### src/rtl/red_pitaya_na_sweeper.sv
// Network-analyzer sweep master: steps the IQ frequency, waits out averaging, reads the sums and queues results.
// Define NA_SWEEP_TIMEOUT_EN to enable the ack watchdog; otherwise the master waits for ack forever.
module red_pitaya_na_sweeper #(
  parameter int FIFO_AW  = 2,
  parameter int POLL_GAP = 15,
  parameter int TIMEOUT  = 1023
) (
  input  logic         clk_i,
  input  logic         rst_i,
  input  logic         start_i,
  input  logic         abort_i,
  input  logic [31:0]  f_start_i,
  input  logic [31:0]  f_step_i,
  input  logic [15:0]  n_points_i,
  output logic [15:0]  m_addr_o,
  output logic         m_wen_o,
  output logic         m_ren_o,
  output logic [31:0]  m_wdata_o,
  input  logic         m_ack_i,
  input  logic [31:0]  m_rdata_i,
  output logic         res_valid_o,
  input  logic         res_ready_i,
  output logic [139:0] res_data_o,
  output logic         busy_o,
  output logic         done_o,
  output logic         timeout_err_o
);

  localparam int          DEPTH  = 1 << FIFO_AW;
  localparam logic [15:0] A_FREQ = 16'h0108;
  localparam logic [15:0] A_STAT = 16'h0140;

  // state   | meaning
  // IDLE    | waiting for start_i
  // WR_FREQ | frequency write strobe / ack wait
  // POLL    | busy-flag read strobe / ack wait
  // GAP     | idle spacing between busy polls
  // RD      | four sum-word reads, strobe / ack wait each
  // PUSH    | waiting for FIFO room, then queue the point
  // DONE    | one-cycle done_o pulse
  typedef enum logic [2:0] {
    S_IDLE, S_WR_FREQ, S_POLL, S_GAP, S_RD, S_PUSH, S_DONE
  } state_t;

  state_t             state;
  logic [31:0]        f_cur, f_step;
  logic [15:0]        n_pts, k;
  logic [1:0]         rd_idx;
  logic [30:0]        rd_w [4];
  logic [15:0]        gap_cnt;
  logic               abort_q;
  logic [139:0]       mem [DEPTH];
  logic [FIFO_AW-1:0] wr_ptr, rd_ptr;
  logic [FIFO_AW:0]   count;
  logic               strobe, ack_ok, abort_now, pop, push, tmo_hit;
  logic [31:0]        f_next;

  assign strobe      = m_wen_o | m_ren_o;
  // the strobe cycle itself never counts as an ack
  assign ack_ok      = m_ack_i & ~strobe;
  assign abort_now   = abort_q | abort_i;
  assign f_next      = f_cur + f_step;
  assign res_valid_o = (count != '0);
  assign pop         = res_valid_o & res_ready_i;
  assign push        = (state == S_PUSH) & ((count != (FIFO_AW+1)'(DEPTH)) | pop);
  assign res_data_o  = res_valid_o ? mem[rd_ptr] : '0;

`ifdef NA_SWEEP_TIMEOUT_EN
  localparam int TMO_W = $clog2(TIMEOUT + 1);
  logic [TMO_W-1:0] tmo_cnt;
  logic             tmo_err_q;
  logic             in_bus;

  assign in_bus        = (state == S_WR_FREQ) | (state == S_POLL) | (state == S_RD);
  assign tmo_hit       = ~strobe & ~m_ack_i & (tmo_cnt == TMO_W'(1));
  assign timeout_err_o = tmo_err_q;

  always_ff @(posedge clk_i or posedge rst_i) begin
    if (rst_i) begin
      tmo_cnt   <= '0;
      tmo_err_q <= 1'b0;
    end else begin
      if (strobe)
        tmo_cnt <= TMO_W'(TIMEOUT - 1);
      else if (tmo_cnt != '0)
        tmo_cnt <= tmo_cnt - TMO_W'(1);
      if (state == S_IDLE && start_i)
        tmo_err_q <= 1'b0;
      else if (in_bus && tmo_hit)
        tmo_err_q <= 1'b1;
    end
  end
`else
  assign tmo_hit       = 1'b0;
  assign timeout_err_o = 1'b0;
`endif

  always_ff @(posedge clk_i or posedge rst_i) begin
    if (rst_i) begin
      state     <= S_IDLE;
      f_cur     <= '0;
      f_step    <= '0;
      n_pts     <= '0;
      k         <= '0;
      rd_idx    <= '0;
      gap_cnt   <= '0;
      abort_q   <= 1'b0;
      m_addr_o  <= '0;
      m_wdata_o <= '0;
      m_wen_o   <= 1'b0;
      m_ren_o   <= 1'b0;
      busy_o    <= 1'b0;
      done_o    <= 1'b0;
    end else begin
      if (state != S_IDLE && abort_i)
        abort_q <= 1'b1;
      case (state)
        S_IDLE: begin
          abort_q <= 1'b0;
          if (start_i) begin
            f_cur  <= f_start_i;
            f_step <= f_step_i;
            n_pts  <= n_points_i;
            k      <= '0;
            busy_o <= 1'b1;
            if (n_points_i == '0) begin
              state  <= S_DONE;
              done_o <= 1'b1;
            end else begin
              state     <= S_WR_FREQ;
              m_wen_o   <= 1'b1;
              m_addr_o  <= A_FREQ;
              m_wdata_o <= f_start_i;
            end
          end
        end
        S_WR_FREQ, S_POLL, S_RD: begin
          m_wen_o <= 1'b0;
          m_ren_o <= 1'b0;
          if (ack_ok) begin
            if (abort_now) begin
              state  <= S_DONE;
              done_o <= 1'b1;
            end else if (state == S_WR_FREQ) begin
              state    <= S_POLL;
              m_ren_o  <= 1'b1;
              m_addr_o <= A_STAT;
            end else if (state == S_POLL) begin
              if (m_rdata_i[31]) begin
                state   <= S_GAP;
                gap_cnt <= 16'(POLL_GAP - 1);
              end else begin
                state    <= S_RD;
                rd_idx   <= 2'd0;
                m_ren_o  <= 1'b1;
                m_addr_o <= A_STAT;
              end
            end else if (rd_idx == 2'd3) begin
              state <= S_PUSH;
            end else begin
              rd_idx   <= rd_idx + 2'd1;
              m_ren_o  <= 1'b1;
              m_addr_o <= A_STAT + {12'd0, rd_idx + 2'd1, 2'b00};
            end
          end else if (tmo_hit) begin
            state  <= S_DONE;
            done_o <= 1'b1;
          end
        end
        S_GAP: begin
          if (abort_now) begin
            state  <= S_DONE;
            done_o <= 1'b1;
          end else if (gap_cnt == '0) begin
            state    <= S_POLL;
            m_ren_o  <= 1'b1;
            m_addr_o <= A_STAT;
          end else begin
            gap_cnt <= gap_cnt - 16'd1;
          end
        end
        S_PUSH: begin
          if (push) begin
            if (abort_now || k == n_pts - 16'd1) begin
              state  <= S_DONE;
              done_o <= 1'b1;
            end else begin
              k         <= k + 16'd1;
              f_cur     <= f_next;
              state     <= S_WR_FREQ;
              m_wen_o   <= 1'b1;
              m_addr_o  <= A_FREQ;
              m_wdata_o <= f_next;
            end
          end else if (abort_now) begin
            state  <= S_DONE;
            done_o <= 1'b1;
          end
        end
        S_DONE: begin
          done_o <= 1'b0;
          busy_o <= 1'b0;
          state  <= S_IDLE;
        end
        default: state <= S_IDLE;
      endcase
    end
  end

  always_ff @(posedge clk_i) begin
    if (state == S_RD && ack_ok)
      rd_w[rd_idx] <= m_rdata_i[30:0];
  end

  // entry layout: {idx, i_sum[61:31], i_sum[30:0], q_sum[61:31], q_sum[30:0]}
  always_ff @(posedge clk_i) begin
    if (push)
      mem[wr_ptr] <= {k, rd_w[1], rd_w[0], rd_w[3], rd_w[2]};
  end

  always_ff @(posedge clk_i or posedge rst_i) begin
    if (rst_i) begin
      wr_ptr <= '0;
      rd_ptr <= '0;
      count  <= '0;
    end else begin
      if (push)
        wr_ptr <= wr_ptr + FIFO_AW'(1);
      if (pop)
        rd_ptr <= rd_ptr + FIFO_AW'(1);
      case ({push, pop})
        2'b10:   count <= count + (FIFO_AW+1)'(1);
        2'b01:   count <= count - (FIFO_AW+1)'(1);
        default: count <= count;
      endcase
    end
  end

endmodule

### config.mk
export PLATFORM = sky130hd
export DESIGN_NAME = red_pitaya_na_sweeper
export DESIGN_NICKNAME = d
export VERILOG_FILES = /design/src/rtl/red_pitaya_na_sweeper.sv
export SDC_FILE = /design/constraint.sdc
export NUM_CORES = 1
export LEC_CHECK = 0
export CORE_MARGIN = 5
export CORE_UTILIZATION = 58
export CTS_CLUSTER_DIAMETER = 200
export CTS_CLUSTER_SIZE = 28
export DETAILED_ROUTE_END_ITERATION = 8
export GPL_TIMING_DRIVEN = 1
export PLACE_DENSITY = 0.83
export SETUP_SLACK_MARGIN = 0.5
export SLEW_MARGIN = 20
export SYNTH_ARGS = -nofsm -noshare
export SYNTH_HDL_FRONTEND = slang
export SYNTH_SLANG_ARGS = --single-unit
### constraint.sdc
create_clock -name clk_i -period 6.6 [get_ports clk_i]
set_input_delay 1.32 -clock clk_i [delete_from_list [all_inputs] [get_ports clk_i]]
set_output_delay 1.32 -clock clk_i [all_outputs]
set_load 0.02 [all_outputs]
==> results of run 1 <==
## state kept, by name, indices dropped and copies added (netlist names), 16 cells and up
register and count:
m_wdata_o 32, f_cur 32, f_step 32, mem 560, gap_cnt 16, rd_w 124, k 16, n_pts 16
## power by group
part	leakage [nW]	internal [W]	switching [W]	total, W
Clock	0.475	0.00103	0.00152	0.00255
Combinational	5.00	0.00365	0.00417	0.00781
Sequential	8.19	0.00656	0.000734	0.00730
## cell type report
cell class / instances / area share, %
inverters: 36 / 0.353
clock buffers: 45 / 2.35
diodes: 1 / 0.00631
repair buffers: 322 / 8.13
flip-flops and latches: 849 / 62.2
clock inverters: 3 / 0.113
well taps: 782 / 2.47
multi-input cells: 1175 / 24.4
## metrics by stage
step	cells	instance area, um^2	setup WS (ps)
after floorplan	2171	35000	818
after global placement	3164	38700	1970
final	3213	39700	1710
after detailed placement	3164	38700	1930
after CTS	3212	39700	1600
after global routing	3213	39700	1430
## cells in the final DEF (no fill, tap or decap), drive strengths merged, types with 5 or more instances in the layout
cell / netlist / routed
o21ai: 54 / 54
a211oi: 11 / 11
a2111oi: 9 / 9
a31oi: 13 / 13
mux2: 41 / 41
nand3: 20 / 20
and3: 11 / 11
or3: 12 / 12
and2: 155 / 155
clkbuf: 72 / 45
a21oi: 61 / 61
xnor2: 36 / 36
nand4: 14 / 14
or4: 11 / 11
o21a: 7 / 7
conb: 1 / 13
mux2i: 10 / 10
nor3: 29 / 29
nor4: 11 / 11
xor2: 19 / 19
a21boi: 6 / 6
a41oi: 5 / 5
nand2: 226 / 226
clkdlybuf4s50: 0 / 298
nor2: 100 / 100
nand2b: 5 / 5
o31ai: 14 / 14
a21o: 10 / 10
edfxtp: 684 / 684
buf: 39 / 24
dfrtp: 165 / 165
nor3b: 5 / 5
inv: 36 / 38
ha: 42 / 42
mux4: 140 / 140
nor2b: 13 / 13
nand3b: 9 / 9
## path summary, 6_finish.rpt
kind                                    startpoint  cells past startpoint                         to  slack [ps]
max                          rd_ptr[0]$_DFFE_PP0P_                      4             res_data_o[62]        1710
min                        m_addr_o[8]$_DFFE_PP0P_                      1    m_addr_o[8]$_DFFE_PP0P_         490
max reg2reg                   state[1]$_DFFE_PP0P_                      6      mem[3][133]$_DFFE_PP_        2530
min reg2reg                m_addr_o[8]$_DFFE_PP0P_                      1    m_addr_o[8]$_DFFE_PP0P_         490
max in group asynchronous                    rst_i                      3     f_step[16]$_DFFE_PP0P_        4180
min in group asynchronous                    rst_i                      2  m_wdata_o[30]$_DFFE_PP0P_        1280
## synth_stat cells (18+ instances only)
cell type / count
mux4_2: 140
mux2_2: 34
nand3_1: 20
xor2_1: 19
a21oi_1: 60
inv_1: 36
o21ai_0: 52
nor2_1: 100
nand2_1: 226
and2_1: 155
dfrtp_1: 165
nor3_1: 28
clkbuf_1: 72
edfxtp_1: 684
ha_1: 42
xnor2_1: 36
buf_1: 18
## cell families after synthesis
logic type	count (synthesis)	synth area share (%)
buffers and inverters	147	1.86
XOR/XNOR	55	1.38
AND/OR/NAND/NOR	634	9.13
AO/OA/AOI/OAI	238	4.65
adder cells (fa/ha/maj)	44	1.62
flip-flops	849	70.6
multiplexers	191	10.7
other	1	0.0107
## worst max-delay path, stage by stage (launching register included)
cell	delay, ps
dfrtp_4	1080
buf_4	520
mux4_2	580
and2_1	230
clkdlybuf4s50_1	560
## per-layer routing
metal  track usage [%]  part of all wire, %  up-vias
met5                 0                0.037        -
met4              4.65                  2.1        4
met3              4.04                  7.5       98
met2              40.2                   51      822
met1              32.7                   40     9898
li1                  -                    -     8651
==> out/qor.yml, run 1 <==
area_growth_pct: 13.6
rsz0062_at_grt: "no"
dp_hpwl_um: 49400
coreArea_um2: 60000
clkLatencyLatePin_ps: 590
yosys_warnings: 0
peakVddDrop_mv: 0.280
cts_resized: 0
syn-cell-area_um2: 34900
firstDrtPassIters: 7
clockRootBuffer: "clkbuf_16"
cp-start-kind: "flop"
clkTransAtPathRegs_ps: 110
leakagePower_nw: 13.7
grt_max_degree: 105
cp.arrival_ps: 3570
maxCapViolations: 0
hold_viol_final: 0
fp-row-count: 90
clockBufferDepth: 3
async_flop_share_pct: 19.4
wl_per_cell_um: 24.2
synth_top_cell_by_area: "edfxtp_1"
finalPower_w: 0.0177
outcome: "finished, final reports clean"
cts_tree: "done"
dr_total_vias: 19473
synthFlopType: "edfxtp_1"
cts.sinks: 849
seq_area_um2: 24700
period_needed_ps: 4890
synth.avg_cell_area_um2: 16.2
synth_edf_count: 684
ys_seq_area_share_pct: 70.6
tns_ps: 0
end_kind: "output pin"
fin_hold_ws_ps: 486
gp_congestion: 0.909
synthCells: 2159
slew_headroom_pct: 32.4
drt-initial-drc-count: 2083
first_global_vias: 19942
chipHeight_um: 255
routed_via_density: 6.06
ctsHoldBuffers: 0
portBuffers: 298
hp-class: "reg -> reg"
cp.required_ps: 5280
antenna_found_initial: 3
start_util_pct: 58.2
cts_setup_buffers: 0
finalSetupViolations: 0
drtAntennaViolNets: 0
post-route-period-util_pct: 74.1
finClkSkew_ps: 29.2
grt_pass1_wl_um: 120000
worstMarginPinSlew_ps: 1010
ios: 312
dieWidth_um: 255
grt-ovfl-total: 0
cts.htree.levels: 2
numCtsBuffers: 36
multi_input_area_um2: 9690
synth-seq-cells: 849
worst-path-max-fanout: 45
synth.distinct_cells: 80
yosysTopAreaCellShare_pct: 58.8
final_util_pct: 66.1
layout-drive-gt1-share_pct: 11.5
crit_type: "reg -> out"
power.density_nw_per_um2: 445
fillers: 3951
drt_wl_total_um: 77800
final_nets: 2582
drv_slew: 0
fmax_mhz: 205
dieArea_um2: 65200
grt_usage_pct: 23.5
drc_errors: 0
synth.area.top_cells: "edfxtp_1 (59%), dfrtp_1 (12%), mux4_2 (9.0%)"
(Power assumes the default switching activity.)
==> run 2, diff against run 1 <==
==> constraint.sdc (replaced) <==
create_clock -name clk_i -period 4.95 [get_ports clk_i]
set_input_delay 0.99 -clock clk_i [delete_from_list [all_inputs] [get_ports clk_i]]
set_output_delay 0.99 -clock clk_i [all_outputs]
set_load 0.02 [all_outputs]
==> run 2 against run 1 <==
  * Wire length is 0.26% lower
  * Clock skew is 2.1 ps higher
  * Clock power is 34% higher
  * Largest power group unchanged
  * Via count is 0.12% higher
  * Combinational power is 36% higher
  * Sequential cell count stayed put
==> out/qor.yml, run 2 (synthesis gave the netlist of run 1 again) <==
start_util_pct: 58.2  # unchanged
largest_register: "mem"
ios: 312  # unchanged
coreArea_um2: 60000  # unchanged
clkLatencyLatePin_ps: 590  # about the same
clockBufferDepth: 3  # unchanged
seqPwrFrac_pct: 40.6  # -0.7 points
antenna_found_initial: 3  # unchanged
fp-row-count: 90  # unchanged
drtAntennaViolNets: 0  # unchanged
grt-ovfl-total: 0  # unchanged
outcome: "finished, final reports clean"
drt_wl_total_um: 77600  # -0.26%
portBuffers: 298  # unchanged
cp.arrival_ps: 3080  # -490 ps
power.density_nw_per_um2: 594  # +33%
numCtsBuffers: 36  # unchanged
cp.required_ps: 3960  # -1320 ps
leakagePower_nw: 13.7  # +0.51%
clockRootBuffer: "clkbuf_16"
grt_max_degree: 105  # unchanged
swShare_pct: 36.4  # +0.075 points
final_common_cell: "edfxtp_1"
drv_slew: 0  # unchanged
area_growth_pct: 14.2
cpPeakStageDelay_ps: 720  # -360 ps
intPower_w: 0.0150  # +34%
gp_congestion: 0.845  # -7.0%
dieWidth_um: 255  # unchanged
dp_hpwl_um: 50200  # +1.4%
layout_common_cells: "edfxtp_1 (684), clkdlybuf4s50_1 (298), nand2_1 (226)"
cts.htree.levels: 2  # unchanged
diodes: 0  # -1
tns_ps: 0  # unchanged
layout-drive-gt1-share_pct: 11.7  # +0.25 points
first_global_vias: 19788  # -0.77%
hp-class: "reg -> reg"
slew_headroom_pct: 25.4  # -7.0 points
path_buf_inv: 2  # unchanged
drt-initial-drc-count: 1715  # -18%
firstDrtPassIters: 7  # unchanged
grt_usage_pct: 23.4  # -0.11 points
cts_resized: 0  # unchanged
switching_power_w: 0.00863  # +34%
finalPower_w: 0.0237  # +34%
post-route-period-util_pct: 82.2
cp-start-kind: "flop"
grt_pass1_wl_um: 120000  # -0.28%
crit_type: "reg -> out"
hold_viol_final: 0  # unchanged
place_inst: 3171  # +0.22%
worst-path-max-fanout: 19  # -58%
dr_total_vias: 19496  # +0.12%
fin_cells: 3219  # +0.19%
routed_via_density: 6.06  # about the same
cts_setup_buffers: 0  # unchanged
rsz0062_at_grt: "no"
crit_family: "buffers and inverters"
chipHeight_um: 255  # unchanged
power_frac_comb_pct: 45.0  # +0.7 points
path_cells: "buf_4 > mux4_2 > and2_1 > clkdlybuf4s50_1"
ctsHoldBuffers: 0  # unchanged
cts.sinks: 849  # unchanged
final_nets: 2589  # +0.27%
fmax_mhz: 246
drc_errors: 0  # unchanged
maxCapViolations: 0  # unchanged
peakVddDrop_mv: 0.377  # +35%
end_kind: "output pin"
worstMarginPinSlew_ps: 1120  # +105 ps
clkTransAtPathRegs_ps: 110  # about the same
slowest_stage: "dfrtp_4"
top_regs: "mem: 560 flops, rd_w: 124 flops"
period_needed_ps: 4070
dieArea_um2: 65200  # unchanged
pwr-share-clk_pct: 14.5  # about the same
fin_hold_ws_ps: 488  # +2.16 ps
finalSetupViolations: 0  # unchanged
wl_per_cell_um: 24.1  # -0.45%
place_worst_setup_slack_ps: 991  # -935 ps
finClkSkew_ps: 31.3  # +2.08 ps
cts_tree: "done"
largest_register_ffs: 560  # unchanged
timing.final.ws_setup_ps: 882  # -829 ps
## run 2: cell types whose count changed in the layout (fill, tap and decap cells not counted)
cell	change
buf_12	+11
buf_4	-4
clkinvlp_4	+1
diode_2	-1
inv_6	-1
## run 2: stage by stage
step                      util [%]  area, um^2
after CTS                     66.4       39900
after floorplan                  -       35000
after global placement        64.8       38900
final                         66.4       39900
after global routing          66.4       39900
after detailed placement      64.8       38900
## run 2: per-layer routing
metal	up-vias	wire length (um)	global-route usage, %
met5	-	34	0
met1	9923	31500	32.8
li1	8674	-	-
met2	786	39300	40.0
met4	6	1630	4.62
met3	107	5090	3.62
## run 2: area by class of cell
type / instances / area, um^2
sequential: 849 / 24700
tap: 782 / 978
inverter: 36 / 139
clock inverter: 3 / 45.0
timing repair buffer: 329 / 3420
clock buffer: 45 / 935
fill: 4010 / 20100
multi-input combinational: 1175 / 9690
## run 2: worst paths after layout
kind                       slack (ps)                    start  depth (start not counted)                 endpoint
max                               880    rd_ptr[0]$_DFFE_PP0P_                          4           res_data_o[27]
min                               490  m_addr_o[8]$_DFFE_PP0P_                          1  m_addr_o[8]$_DFFE_PP0P_
max reg2reg                      1310     n_pts[2]$_DFFE_PP0P_                          8         k[8]$_DFFE_PP0P_
min reg2reg                       490  m_addr_o[8]$_DFFE_PP0P_                          1  m_addr_o[8]$_DFFE_PP0P_
max in group asynchronous        3050                    rst_i                          3     f_cur[2]$_DFFE_PP0P_
min in group asynchronous         940                    rst_i                          2   f_step[30]$_DFFE_PP0P_
## run 2: power groups by stage
| stage | logic [W] | clock network (W) | registers (W) |
|---|---|---|---|
| CTS | 0.0107 | 0.00348 | 0.00960 |
| floorplan | 0.00677 | 0 | 0.00955 |
| global placement | 0.0105 | 0 | 0.00967 |
| global route | 0.0114 | 0.00376 | 0.00972 |
| finish | 0.0106 | 0.00342 | 0.00960 |
| detailed placement | 0.0107 | 0 | 0.00975 |
